## src/rtl/simon_pkg.sv

```systemverilog
// rtl/simon_pkg.sv - shared SIMON configuration constants and FSM state type
package simon_pkg;

  // SIMON128/128 is the default configuration
  localparam int SIMON128_WORD   = 64;
  localparam int SIMON128_ROUNDS = 68;

  // Alternate configurations: SIMON32/64-style 32-bit block and SIMON64/128
  localparam int SIMON32_WORD    = 16;
  localparam int SIMON32_ROUNDS  = 32;
  localparam int SIMON64_WORD    = 32;
  localparam int SIMON64_ROUNDS  = 44;

  typedef enum logic [1:0] {
    IDLE = 2'd0,
    RUN  = 2'd1,
    DONE = 2'd2
  } state_t;

endpackage

```

## src/rtl/simon_rotl.sv

```systemverilog
// rtl/simon_rotl.sv - circular left rotation of one word by a fixed amount
module simon_rotl #(
  parameter int WORD_SIZE = 64,
  parameter int AMT       = 1
) (
  input  logic [WORD_SIZE-1:0] din,
  output logic [WORD_SIZE-1:0] dout
);

  assign dout = {din[WORD_SIZE-1-AMT:0], din[WORD_SIZE-1:WORD_SIZE-AMT]};

endmodule

```

## src/rtl/simon_round_fn.sv

```systemverilog
// rtl/simon_round_fn.sv - one combinational SIMON Feistel round
module simon_round_fn #(
  parameter int WORD_SIZE = 64
) (
  input  logic [WORD_SIZE-1:0] x,
  input  logic [WORD_SIZE-1:0] y,
  input  logic [WORD_SIZE-1:0] rk,
  output logic [WORD_SIZE-1:0] x_next,
  output logic [WORD_SIZE-1:0] y_next
);

  logic [WORD_SIZE-1:0] x_r1;
  logic [WORD_SIZE-1:0] x_r8;
  logic [WORD_SIZE-1:0] x_r2;

  simon_rotl #(.WORD_SIZE(WORD_SIZE), .AMT(1)) u_rot1 (.din(x), .dout(x_r1));
  simon_rotl #(.WORD_SIZE(WORD_SIZE), .AMT(8)) u_rot8 (.din(x), .dout(x_r8));
  simon_rotl #(.WORD_SIZE(WORD_SIZE), .AMT(2)) u_rot2 (.din(x), .dout(x_r2));

  // f(x) = (x<<<1 & x<<<8) ^ x<<<2, mixed with the other half and the round key
  assign x_next = y ^ ((x_r1 & x_r8) ^ x_r2) ^ rk;
  assign y_next = x;

endmodule

```

## src/rtl/simon_round_engine.sv

```systemverilog
// rtl/simon_round_engine.sv - iterative SIMON encryptor, one round per key beat
module simon_round_engine
  import simon_pkg::*;
#(
  parameter int WORD_SIZE = SIMON128_WORD,
  parameter int ROUNDS    = SIMON128_ROUNDS,
  parameter int CNT_W     = 7
) (
  input  logic                 clk,
  input  logic                 rst,
  input  logic                 in_valid,
  output logic                 in_ready,
  input  logic [WORD_SIZE-1:0] pt_x,
  input  logic [WORD_SIZE-1:0] pt_y,
  input  logic [WORD_SIZE-1:0] rk,
  input  logic                 rk_valid,
  output logic                 rk_ready,
  output logic                 out_valid,
  input  logic                 out_ready,
  output logic [WORD_SIZE-1:0] ct_x,
  output logic [WORD_SIZE-1:0] ct_y,
  output logic                 busy
);

  state_t               state;
  state_t               state_nxt;
  logic [WORD_SIZE-1:0] x;
  logic [WORD_SIZE-1:0] y;
  logic [CNT_W-1:0]     cnt;
  logic [WORD_SIZE-1:0] x_rnd;
  logic [WORD_SIZE-1:0] y_rnd;
  logic                 last_round;

  simon_round_fn #(.WORD_SIZE(WORD_SIZE)) u_round (
    .x      (x),
    .y      (y),
    .rk     (rk),
    .x_next (x_rnd),
    .y_next (y_rnd)
  );

  assign last_round = (cnt == CNT_W'(ROUNDS - 1));

  // The block registers double as the ciphertext holding register in DONE
  assign ct_x = x;
  assign ct_y = y;

  // Next-state and handshake outputs; everything is forced low while rst is held
  always_comb begin
    state_nxt = state;
    in_ready  = 1'b0;
    rk_ready  = 1'b0;
    out_valid = 1'b0;
    busy      = 1'b0;
    case (state)
      IDLE: begin
        in_ready = 1'b1;
        if (in_valid) state_nxt = RUN;
      end
      RUN: begin
        rk_ready = 1'b1;
        busy     = 1'b1;
        if (rk_valid && last_round) state_nxt = DONE;
      end
      DONE: begin
        out_valid = 1'b1;
        if (out_ready) state_nxt = IDLE;
      end
      default: state_nxt = IDLE;
    endcase
    if (rst) begin
      in_ready  = 1'b0;
      rk_ready  = 1'b0;
      out_valid = 1'b0;
      busy      = 1'b0;
    end
  end

  // State, block halves and round counter; a missing key simply holds everything
  always_ff @(posedge clk) begin
    if (rst) begin
      state <= IDLE;
      x     <= '0;
      y     <= '0;
      cnt   <= '0;
    end else begin
      state <= state_nxt;
      if (state == IDLE && in_valid) begin
        x   <= pt_x;
        y   <= pt_y;
        cnt <= '0;
      end else if (state == RUN && rk_valid) begin
        x   <= x_rnd;
        y   <= y_rnd;
        cnt <= cnt + CNT_W'(1);
      end
    end
  end

endmodule

```

## config.mk

```make
export PLATFORM = sky130hd
export DESIGN_NAME = simon_round_engine
export DESIGN_NICKNAME = d
export VERILOG_FILES = /design/src/rtl/simon_pkg.sv /design/src/rtl/simon_rotl.sv /design/src/rtl/simon_round_fn.sv /design/src/rtl/simon_round_engine.sv
export SDC_FILE = /design/constraint.sdc
export NUM_CORES = 1
export LEC_CHECK = 0
export BUFFER_PORTS_ARGS = -buffer_cell sky130_fd_sc_hd__buf_2
export CAP_MARGIN = 20
export CORE_MARGIN = 2
export CORE_UTILIZATION = 51
export CTS_BUF_LIST = sky130_fd_sc_hd__clkbuf_8
export CTS_CLUSTER_SIZE = 30
export DETAILED_ROUTE_END_ITERATION = 6
export PLACE_DENSITY = 0.83
export SYNTH_ARGS = -nofsm -noshare
export SYNTH_HDL_FRONTEND = slang
export SYNTH_SLANG_ARGS = --single-unit
```

## constraint.sdc

```tcl
create_clock -name clk -period 1.9 [get_ports clk]
set_input_delay 0.38 -clock clk [delete_from_list [all_inputs] [get_ports clk]]
set_output_delay 0.38 -clock clk [all_outputs]
set_load 0.02 [all_outputs]
```

## Yosys cells after proc, flatten, opt, wreduce, memory -nomap -nowiden

Cells that the tools add are included.

| storage, ports and cells | value |
|---|---|
| register bits | 137 |
| output and inout bits | 132 |
| word-level logic and storage cells | 36 |

| operators by class | value |
|---|---|
| add/subtract/negate cells | 1 |
| eq/ne operators | 6 |
| mux-type cells | 14 |
| bitwise operators | 4 |
| reduce and logical (&&, ||, !) cells | 7 |

Operators by type and width:

| operator | number |
|---|---|
| 2-to-1 mux 64 bit | 4 |
| bitwise XOR 64 bit | 3 |
| AND 64 bit | 1 |
| adder 7 x 1 -> 7 bit, second input constant | 1 |
| equality test 7 bit, second input constant | 1 |
| 2-to-1 mux 1 bit | 6 |
| 2-to-1 mux 2 bit | 3 |
| != test 2 bit, second input constant | 3 |
| case mux 2 bit (3 select lines) | 1 |
| logical AND 1 bit | 3 |
| AND reduction 3 bit | 1 |
| equality test 2 x 1 -> 1 bit, second input constant | 1 |
| equality test 2 bit, second input constant | 1 |
| logical NOT 2 bit | 1 |
| nonzero test 2 bit | 1 |
| OR reduction 2 bit | 1 |

## Longest topological paths before layout

Gate-level depths: netlist of run 1.

| depth | value |
|---|---|
| depth after elaboration | 6 |
| mapped depth | 7 |
| mapped depth without buffers | 5 |

## Cells and area by module

Synthesis of run 1 repeated with hierarchy kept, for this count alone.

| second synthesis, totals | value |
|---|---|
| cells, all modules | 1070 |
| area, all modules | 10112.2 um2 |

Modules (own cells, without submodules):

| module | instances | cells an instance | area each (um2) |
|---|---|---|---|
| simon_round_engine | 1 | 622 | 5948.2 |
| simon_round_fn | 1 | 256 | 2722.6 |
| simon_rotl | 3 | 64 | 480.5 |

## Worst setup path after synthesis of run 1

No wires, ideal clock.

| timing | value |
|---|---|
| path type | input -> output |
| from | in rst |
| to | out rk_ready |
| data arrival time | 1.510 ns |
| path slack | 0.010 ns |
| stages | 4 |
| path buffers | 3 |
| cells stage by stage | buf_2 buf_1 nor3_1 buf_4 |

| on the way | value |
|---|---|
| longest elaborated chain between the ends | 1 |

Ends and longest elaborated chain:

| item | line | text |
|---|---|---|
| from (decl) | simon_round_engine.sv:10 | `input logic rst,` |
| 2-to-1 mux 1 bit | -- |  |
| to (decl) | simon_round_engine.sv:17 | `output logic rk_ready,` |

No other way between the ends.

## Final worst setup path of run 1

| timing | value |
|---|---|
| from | reg state[0] |
| to | out in_ready |

| on the way | value |
|---|---|
| longest elaborated chain between the ends | 3 |

Ends and longest elaborated chain:

| item | line | text |
|---|---|---|
| from (decl) | simon_round_engine.sv:25 | `state_t state;` |
| from (signal assigned) | simon_round_engine.sv:87 | `state <= state_nxt;` |
| logical NOT 2 bit | simon_round_engine.sv:55 | `case (state)` |
| 2-to-1 mux 1 bit | simon_round_engine.sv:55 |  |
| 2-to-1 mux 1 bit | simon_round_engine.sv:71 | `if (rst) begin` |
| to (decl) | simon_round_engine.sv:12 | `output logic in_ready,` |

No other way between the ends.

==> run summary, run 1 <==
Hold Path Class = input port to flop
max-cap viol count = 0
Post-Syn Area = 0.00860 sq mm
post-place setup slack = -62.0 ps
Peak Freq = 542 MHz
synthesized-area fraction occupied by adder cells = 0.145%
initial antenna violation count = 1
PD cells = 771 mW/mm^2
Final Hold Viols = 0
Clk pin slew, worst setup/hold paths = 80 ps
Slew Viols, Final = 0
Seq pwr share = 42.6%
Worst setup SP type = flop
DIE AREA = 0.0179 sq mm
R2R setup slack = 130 ps
Syn Nets = 1,108
Initial Util = 52.1%
FF+latch area = 0.00275 sq mm
CTS Buf Count = 17
Worst Slack Setup Final = 55.3 ps
worst path required time = 1520 ps
switching power total = 2.95 mW
Clock Path Buffers = 2
Rel. slew slack = 61.6%
Hold-fix buffers, CTS = 0
Unique masters post-synth = 38
count leader, synth = dfxtp_1
vias per cell = 5.96
Sw Share = 35.6%
ratio of cells with drive above 1 in the final layout = 35.7%
crit path max fanout = 30
GRT Residual Overflow = 0
main combinational cell family by area after synthesis = compound AO/OA/AOI/OAI gates
Worst VDD drop = 389 uV
multiplexer share of the synthesized area = 0%
clock root buffer = clkbuf_8
status = completed
clock share of power = 25.4%
vias in the first global route = 8,085
clock latency on the worst-skew pair = 450 ps
DR WL/cell = 19.9 um
Hold Crit Endpoint = state[1]$_SDFFE_PP0P_
Worst-Margin Slew = 576 ps
routability cong. = 0.857
ys async rst share = 0%
first-pass GRT wire length = 43,600 um
I/O Pins = 329
routed via count = 8,529
Tot Pwr = 8.29 mW
Tmin final = 1840 ps
RSZ-0062 raised after global routing = yes
Reg2Reg Launch Point = state[0]$_SDFFE_PP0P_
initial DRC count = 699
post-synth top area share = 31.9%
worst setup path category = flop to primary output
Port Buffers = 328
leak pwr = 4.67 nW
row cnt = 47
Synth Area in XOR/XNOR = 21.6%
GR Util All Layers = 30.8%
Area Overhead vs Synth = 24.9%
flops & latches, synth = 137
Synth area leader = dfxtp_1
multi-input logic area = 0.00533 sq mm
htree depth = 4
post-synthesis simple-gate area fraction = 9.57%
ANT nets after route = 0
Die W = 134 um
Pre-Repair DR Iteration Count = 5
R2R cell count = 7
fill count = 1,383
final WL = 28,400 um
internal power consumption = 5.34 mW
dpl hpwl = 20,100 um
commonest cells in the netlist = 137 x dfxtp_1, 128 x xnor2_1, 98 x nor2_1, 95 x a32o_1, 69 x nand2_1
final worst path period share = 97.1%
Synth Flop Type = dfxtp_1
Cells after Synth = 910
CTS Sinks = 137
number of flops mapped to enable cells by yosys = 0
setup violators final = 0
Die H = 134 um
Comb power frac = 32.1%
WP data arrival = 1460 ps
r2r endpoint = ct_x[26]$_SDFFE_PP0P_
yosys warns = 0
core area = 0.0165 sq mm
Worst Setup End Kind = primary output
Syn Area/Cell = 9.45 sq um
DRC Markers = 0
sequential share of the synthesized area = 31.9%
WHS Path Cells = 3
Synth area leaders = dfxtp_1 32%, xnor2_1 13%, a32o_1 11%
largest net degree at the start of global routing = 57
setup total negative slack = 0 ps
Setup Skew = 11.9 ps
CTS tree = done
Nets = 1,399
Worst Hold Launch = out_ready
complex-gate fraction of the synthesized area = 30.0%
## layout by cell type (no fill, tap or decap), types with 2 or more instances in the layout
master and instances:
clkinv_2 4, buf_4 24, a211oi_2 8, or3_1 2
nor2b_1 7, nand2_1 69, dfxtp_1 135, nor2_1 96
buf_2 323, clkbuf_8 20, or2_2 2, buf_12 6
nor3_4 2, nor3b_1 2, dfxtp_2 2, o2bb2ai_1 31
nor3_1 2, inv_1 27, xor2_1 20, a211oi_1 8
a32o_1 95, xnor2_1 128, o32ai_2 25, buf_8 2
a21oi_1 58, a22oi_1 64, clkinvlp_4 4, nand4_1 3
xnor3_1 25
## metal layers
layer	wire length [um]	vias up	GRT usage [%]
li1	-	3934	-
met1	11300	4038	38.6
met2	13600	489	51.0
met3	2660	68	7.37
met4	849	0	12.9
met5	0	-	0
## sequential cells by signal, indices dropped and copies added (netlist names)
name / cells
ct_y: 64
state: 2
cnt: 7
ct_x: 64
## layout make-up
class | instances | share of cell area [%]
multi-input cells | 662 | 49.6
flip-flops and latches | 137 | 25.5
repair buffers | 356 | 18.2
clock buffers | 20 | 2.56
well taps | 220 | 2.56
inverters | 27 | 0.990
clock inverters | 9 | 0.501
diodes | 1 | 0.0233
## metrics by stage
| step | hold slack, ps | instance area, sq um | util [%] | cells |
|---|---|---|---|---|
| 3_3_place_gp | 477 | 10300 | 62.5 | 1400 |
| 4_1_cts | 199 | 10700 | 64.9 | 1431 |
| 5_1_grt | 209 | 10700 | 65.0 | 1432 |
| 3_5_place_dp | 498 | 10300 | 62.5 | 1400 |
| 2_1_floorplan | 466 | 8600 | - | 910 |
| 6_report | 220 | 10700 | 65.0 | 1432 |
## power by group through the flow
stage               Clock, mW  Combinational, mW  Sequential [mW]
floorplan                   0               1.61             3.73
global placement            0               2.58             3.58
detailed placement          0               2.62             3.58
CTS                      2.14               2.65             3.52
global route             2.26               2.86             3.56
finish                   2.10               2.66             3.53
## what timing repair did
| action | 4_1_cts | 5_1_grt |
|---|---|---|
| endpoints found under the setup margin | 4 | 16 |
| pin swaps | 0 | 1 |
| hold endpoints to repair | 0 | 0 |
| resized for setup | 12 | 5 |
| setup buffers | 2 | 0 |
## cells by family after synthesis
kind of cell,after synthesis
flops,137
buf+inv,111
simple gates,196
fa+ha+maj,1
xor+xnor,173
compound gates,292
## worst max path at each step
| stage | slack [ps] | from | endpoint |
|---|---|---|---|
| final | 60 | state[0]$_SDFFE_PP0P_ | in_ready |
| after detailed placement | -60 | in_valid | ct_x[57]$_SDFFE_PP0P_ |
| after CTS | 9 | state[0]$_SDFFE_PP0P_ | in_ready |
| after floorplan | 10 | rst | rk_ready |
| after global placement | 40 | in_valid | ct_x[49]$_SDFFE_PP0P_ |
| after global routing | -1 | state[0]$_SDFFE_PP0P_ | busy |
## worst max-delay path, stage by stage, from the launching register on
cell     delay, ps
dfxtp_2        340
buf_8          130
buf_8          180
nor3_4         200
buf_4          170
(Power assumes the default switching activity.)
==> run 2, diff against run 1 <==
--- a/config.mk
+++ b/config.mk
@@ -5,10 +5,11 @@
 export SDC_FILE = /design/constraint.sdc
 export NUM_CORES = 1
 export LEC_CHECK = 0
+export ABC_AREA = 1
 export BUFFER_PORTS_ARGS = -buffer_cell sky130_fd_sc_hd__buf_2
 export CAP_MARGIN = 20
 export CORE_MARGIN = 2
-export CORE_UTILIZATION = 51
+export CORE_UTILIZATION = 52
 export CTS_BUF_LIST = sky130_fd_sc_hd__clkbuf_8
 export CTS_CLUSTER_SIZE = 30
 export DETAILED_ROUTE_END_ITERATION = 6
==> run summary, run 2 <==
status = completed
vias in the first global route = 9,688
initial antenna violation count = 4
ANT nets after route = 0
Worst-Margin Slew = 481 ps
count leader, synth = nand2_1
clock latency on the worst-skew pair = 450 ps
PD cells = 795 mW/mm^2
Synth area leader = dfxtp_1
WP data arrival = 1390 ps
Unique masters post-synth = 28
Core Util, Final = 66.4%
ratio of cells with drive above 1 in the final layout = 20.7%
largest net degree at the start of global routing = 96
Pre-Repair DR Iteration Count = 5
CTS Buf Count = 17
DIE AREA = 0.0189 sq mm
flops & latches, synth = 137
core area = 0.0174 sq mm
yosys warns = 0
htree depth = 4
Area Overhead vs Synth = 24.4%
dpl hpwl = 22,500 um
Syn Area/Cell = 5.94 sq um
grt met3 use = 6.25%
initial DRC count = 659
Synth Flop Type = dfxtp_1
commonest non-fill, non-tap cell in the layout = nand2_1
Post-CTS Setup Bufs = 0
Worst Hold Launch = pt_y[28]
sequential share of the synthesized area = 29.6%
Tmin final = 1770 ps
routability cong. = 0.940
number of flops mapped to enable cells by yosys = 0
Reg2Reg Launch Point = state[0]$_SDFFE_PP0P_
fill count = 1,643
Worst Slack Setup Final = 132 ps
Hold-fix buffers, CTS = 0
final worst path period share = 93.1%
first-pass GRT wire length = 46,400 um
Die W = 137 um
setup violators final = 0
Slew Viols, Final = 0
Clock Path Buffers = 2
ys async rst share = 0%
Post-Syn Area = 0.00926 sq mm
Die H = 137 um
GRT busiest layer = met2
Syn Nets = 1,758
GRT Residual Overflow = 0
post-synth top area share = 29.6%
Hold Path Class = input port to flop
DR WL/cell = 14.6 um
vias per cell = 5.20
Nets = 2,051
Initial Util = 53.3%
Synth area leaders = dfxtp_1 30%, nand2_1 22%, inv_1 8.9%
Post-CTS Resized = 1
Setup Skew = 15.8 ps
Worst VDD drop = 447 uV
Cells after Synth = 1,560
I/O Pins = 329
Final Hold Viols = 0
Worst Setup End Kind = primary output
setup total negative slack = 0 ps
Rel. slew slack = 68.0%
Port Buffers = 328
Peak Freq = 565 MHz
clock root buffer = clkbuf_8
leak pwr = 6.04 nW
max-cap viol count = 0
FF+latch area = 0.00274 sq mm
row cnt = 48
routed via count = 10,900
Clk pin slew, worst setup/hold paths = 90 ps
final WL = 30,600 um
met1 Use GR = 37.4%
post-place setup slack = 276 ps
DRC Markers = 0
RSZ-0062 raised after global routing = no
Worst setup SP type = flop
CTS tree = done
CP Launch Point = state[1]$_SDFFE_PP0P_
worst setup path category = flop to primary output
CTS Sinks = 137
GR Layer Usage met2 = 54.5%
multi-input logic area = 0.00533 sq mm
GR Util All Layers = 31.4%
worst path required time = 1520 ps
crit path max fanout = 5
commonest cells in the netlist = 536 x nand2_1, 219 x inv_1, 137 x dfxtp_1, 125 x a21oi_1, 119 x nand3_1
most frequent cells in the layout = 536 x nand2_1, 327 x buf_2, 219 x inv_1
-- run 2: cell types whose count changed after synthesis, moves of 64 or more --
cell	before	now
inv_1	26	219
o21ai_0	0	86
nand2_1	69	536
nand3_1	1	119
a21oi_1	58	125
a32o_1	95	0
xnor2_1	128	45
a22oi_1	64	0
-- run 2: report_power, final --
part / internal, mW / switching (mW) / leakage (nW)
Clock: 1.57 / 1.21 / 0.228
Combinational: 1.04 / 1.72 / 4.69
Sequential: 3.13 / 0.480 / 1.12
-- run 2: logic make-up (layout without fill, tap and decap cells) --
logic type	Yosys count	after routing	synth area share, %
AO/OA/AOI/OAI	239	239	13.1
XOR/XNOR	115	115	10.9
adder cells (fa/ha/maj)	1	1	0.135
buffers and inverters	296	602	12.9
flip-flops	137	137	29.6
other	0	4	0
AND/OR/NAND/NOR	772	772	33.4
-- run 2: per-layer routing --
layer  routed length, um  part of all wire (%)  vias to the layer above
li1                    -                     -                     5406
met1               12200                    40                     4895
met2               14500                    47                      525
met3                2920                   9.5                       76
met4                1040                   3.4                        0
met5                   0                     0                        -
-- run 2: stage by stage --
step	area, sq um	total power [mW]	instances	hold slack [ps]
floorplan	9260	5.39	1560	458
finish	11500	9.15	2095	191
global placement	11100	6.33	2059	471
detailed placement	11100	6.41	2059	479
CTS	11500	9.16	2091	172
global route	11500	9.66	2093	200
-- run 2: worst max-delay path: stages (launching register included) --
cell and delay [ps]:
dfxtp_1 340, inv_2 110, nand2_1 70, nor2_2 210, buf_2 220
-- run 2: final timing paths --
kind / endpoint / slack (ps) / depth (start not counted)
min: ct_y[28]$_SDFFE_PP0P_ / 190 / 3
min reg2reg: cnt[6]$_SDFFE_PP0P_ / 490 / 2
max reg2reg: ct_x[15]$_SDFFE_PP0P_ / 270 / 8
max: rk_ready / 130 / 4
-- run 2: area by class of cell --
| cell class | count | area share [%] |
|---|---|---|
| Multi-Input combinational cell | 1127 | 46.3 |
| Tap cell | 225 | 2.44 |
| Timing Repair Buffer | 344 | 16.1 |
| Inverter | 226 | 7.37 |
| Clock inverter | 11 | 1.46 |
| Clock buffer | 21 | 2.51 |
| Antenna cell | 4 | 0.0869 |
| Sequential cell | 137 | 23.8 |
==> run 3, diff against run 2 <==
--- a/config.mk
+++ b/config.mk
@@ -9,11 +9,12 @@
 export BUFFER_PORTS_ARGS = -buffer_cell sky130_fd_sc_hd__buf_2
 export CAP_MARGIN = 20
 export CORE_MARGIN = 2
-export CORE_UTILIZATION = 52
+export CORE_UTILIZATION = 35
 export CTS_BUF_LIST = sky130_fd_sc_hd__clkbuf_8
+export CTS_CLUSTER_DIAMETER = 30
 export CTS_CLUSTER_SIZE = 30
 export DETAILED_ROUTE_END_ITERATION = 6
-export PLACE_DENSITY = 0.83
 export SYNTH_ARGS = -nofsm -noshare
 export SYNTH_HDL_FRONTEND = slang
 export SYNTH_SLANG_ARGS = --single-unit
+export TNS_END_PERCENT = 10
==> run summary, run 3 (synthesis results as in run 2) <==
CTS Sinks = 137
first-pass GRT wire length = 51,900 um
final worst path period share = 93.7%
Worst setup SP type = flop
Layout Cells excl Fill = 2,199
DRC Markers = 0
routed via count = 10,600
final instance area = 0.0117 sq mm
Hold-fix buffers, CTS = 0
GR Util All Layers = 23.3%
initial DRC count = 668
leak pwr = 6.05 nW
Worst Hold Launch = pt_y[32]
crit path max fanout = 5
Comb power frac = 29.3%
Setup Skew = 18.5 ps
Slew Viols, Final = 0
CTS tree = done
Worst Setup End Kind = primary output
most frequent cells in the layout = 536 x nand2_1, 327 x buf_2, 219 x inv_1
routability cong. = 0.872
Worst-Margin Slew = 567 ps
R2R cell count = 6
Peak Freq = 561 MHz
WHS Path Cells = 3
Die W = 167 um
Hold Crit Endpoint = ct_y[32]$_SDFFE_PP0P_
Sw Share = 37.1%
vias per cell = 4.82
Reg2Reg Launch Point = state[0]$_SDFFE_PP0P_
max-cap viol count = 0
htree depth = 4
Fin Hold WS = 200 ps
WP data arrival = 1400 ps
core area = 0.0260 sq mm
Die H = 167 um
Post-CTS Resized = 0
GRT Residual Overflow = 0
r2r endpoint = cnt[2]$_SDFFE_PP0P_
Tmin final = 1780 ps
largest net degree at the start of global routing = 79
ratio of cells with drive above 1 in the final layout = 20.6%
Placed Area = 0.0112 sq mm
Final Hold Viols = 0
row cnt = 59
R2R setup slack = 170 ps
ANT nets after route = 0
PD cells = 809 mW/mm^2
DIE AREA = 0.0278 sq mm
met2 WL = 15,200 um
Area Overhead vs Synth = 26.0%
Worst VDD drop = 419 uV
clock latency on the worst-skew pair = 450 ps
worst path required time = 1520 ps
Nets = 2,050
final WL = 33,200 um
Hold Path Class = input port to flop
internal power consumption = 5.93 mW
vias in the first global route = 9,591
setup total negative slack = 0 ps
I/O Pins = 329
switching power total = 3.51 mW
RSZ-0062 raised after global routing = no
Tot Pwr = 9.44 mW
dpl hpwl = 24,000 um
met3 routed WL = 2350 um
Worst Slack Setup Final = 119 ps
Clock Path Buffers = 2
Core Util, Final = 44.9%
DR WL/cell = 15.1 um
fill count = 2,841
Clk pin slew, worst setup/hold paths = 90 ps
Placed Cells = 2,168
worst setup path category = flop to primary output
Port Buffers = 328
Post-CTS Setup Bufs = 0
wire length on met1 = 15,200 um
Seq pwr share = 38.4%
commonest non-fill, non-tap cell in the layout = nand2_1
status = completed
Initial Util = 35.6%
clock share of power = 32.3%
CTS Buf Count = 17
clock root buffer = clkbuf_8
setup violators final = 0
DR top layer = met4
Pre-Repair DR Iteration Count = 7
initial antenna violation count = 1
Rel. slew slack = 62.2%
post-place setup slack = 172 ps
==> run 3: cell count changes in the layout (fill, tap and decap cells not counted), moves of 2 or more <==
cell       previous run  this run
bufinv_16             4         6
clkinv_2              4         2
diode_2               4         1
clkbuf_8             21        19
==> run 3: metal layers <==
layer	GRT usage (%)	up-vias
met5	0	-
met4	5.77	0
met3	4.40	22
met2	37.9	382
met1	31.7	4777
li1	-	5410
==> run 3: power groups by stage <==
stage          Sequential (mW)  Clock [mW]  Combinational, mW
6_report                  3.63        3.05               2.77
5_1_grt                   3.68        3.24               3.11
4_1_cts                   3.63        3.12               2.78
2_1_floorplan             3.79           0               1.61
3_3_place_gp              3.69           0               2.73
3_5_place_dp              3.69           0               2.76
==> run 3: critical path, cell delays in order (launching register included) <==
cell     delay [ps]
dfxtp_1         400
inv_2            90
nor3_1          150
buf_4           150
buf_2           160
==> run 3: cell type report <==
class                   instances  area, sq um  share of cell area, %
multi-input cells            1127         5330                   45.7
flip-flops and latches        137         2740                   23.5
repair buffers                343         1840                   15.8
inverters                     226          852                   7.30
well taps                     335          419                   3.59
clock buffers                  19          262                   2.24
clock inverters                11          219                   1.88
diodes                          1         2.50                 0.0214
==> run 3: worst max path at each step <==
stage / start / end / cells after the start
after global routing: state[0]$_SDFFE_PP0P_ / ct_x[0]$_SDFFE_PP0P_ / 9
after global placement: in_valid / cnt[2]$_SDFFE_PP0P_ / 6
after CTS: state[1]$_SDFFE_PP0P_ / rk_ready / 4
final: state[1]$_SDFFE_PP0P_ / out_valid / 4
after detailed placement: in_valid / cnt[2]$_SDFFE_PP0P_ / 6
after floorplan: rst / rk_ready / 5
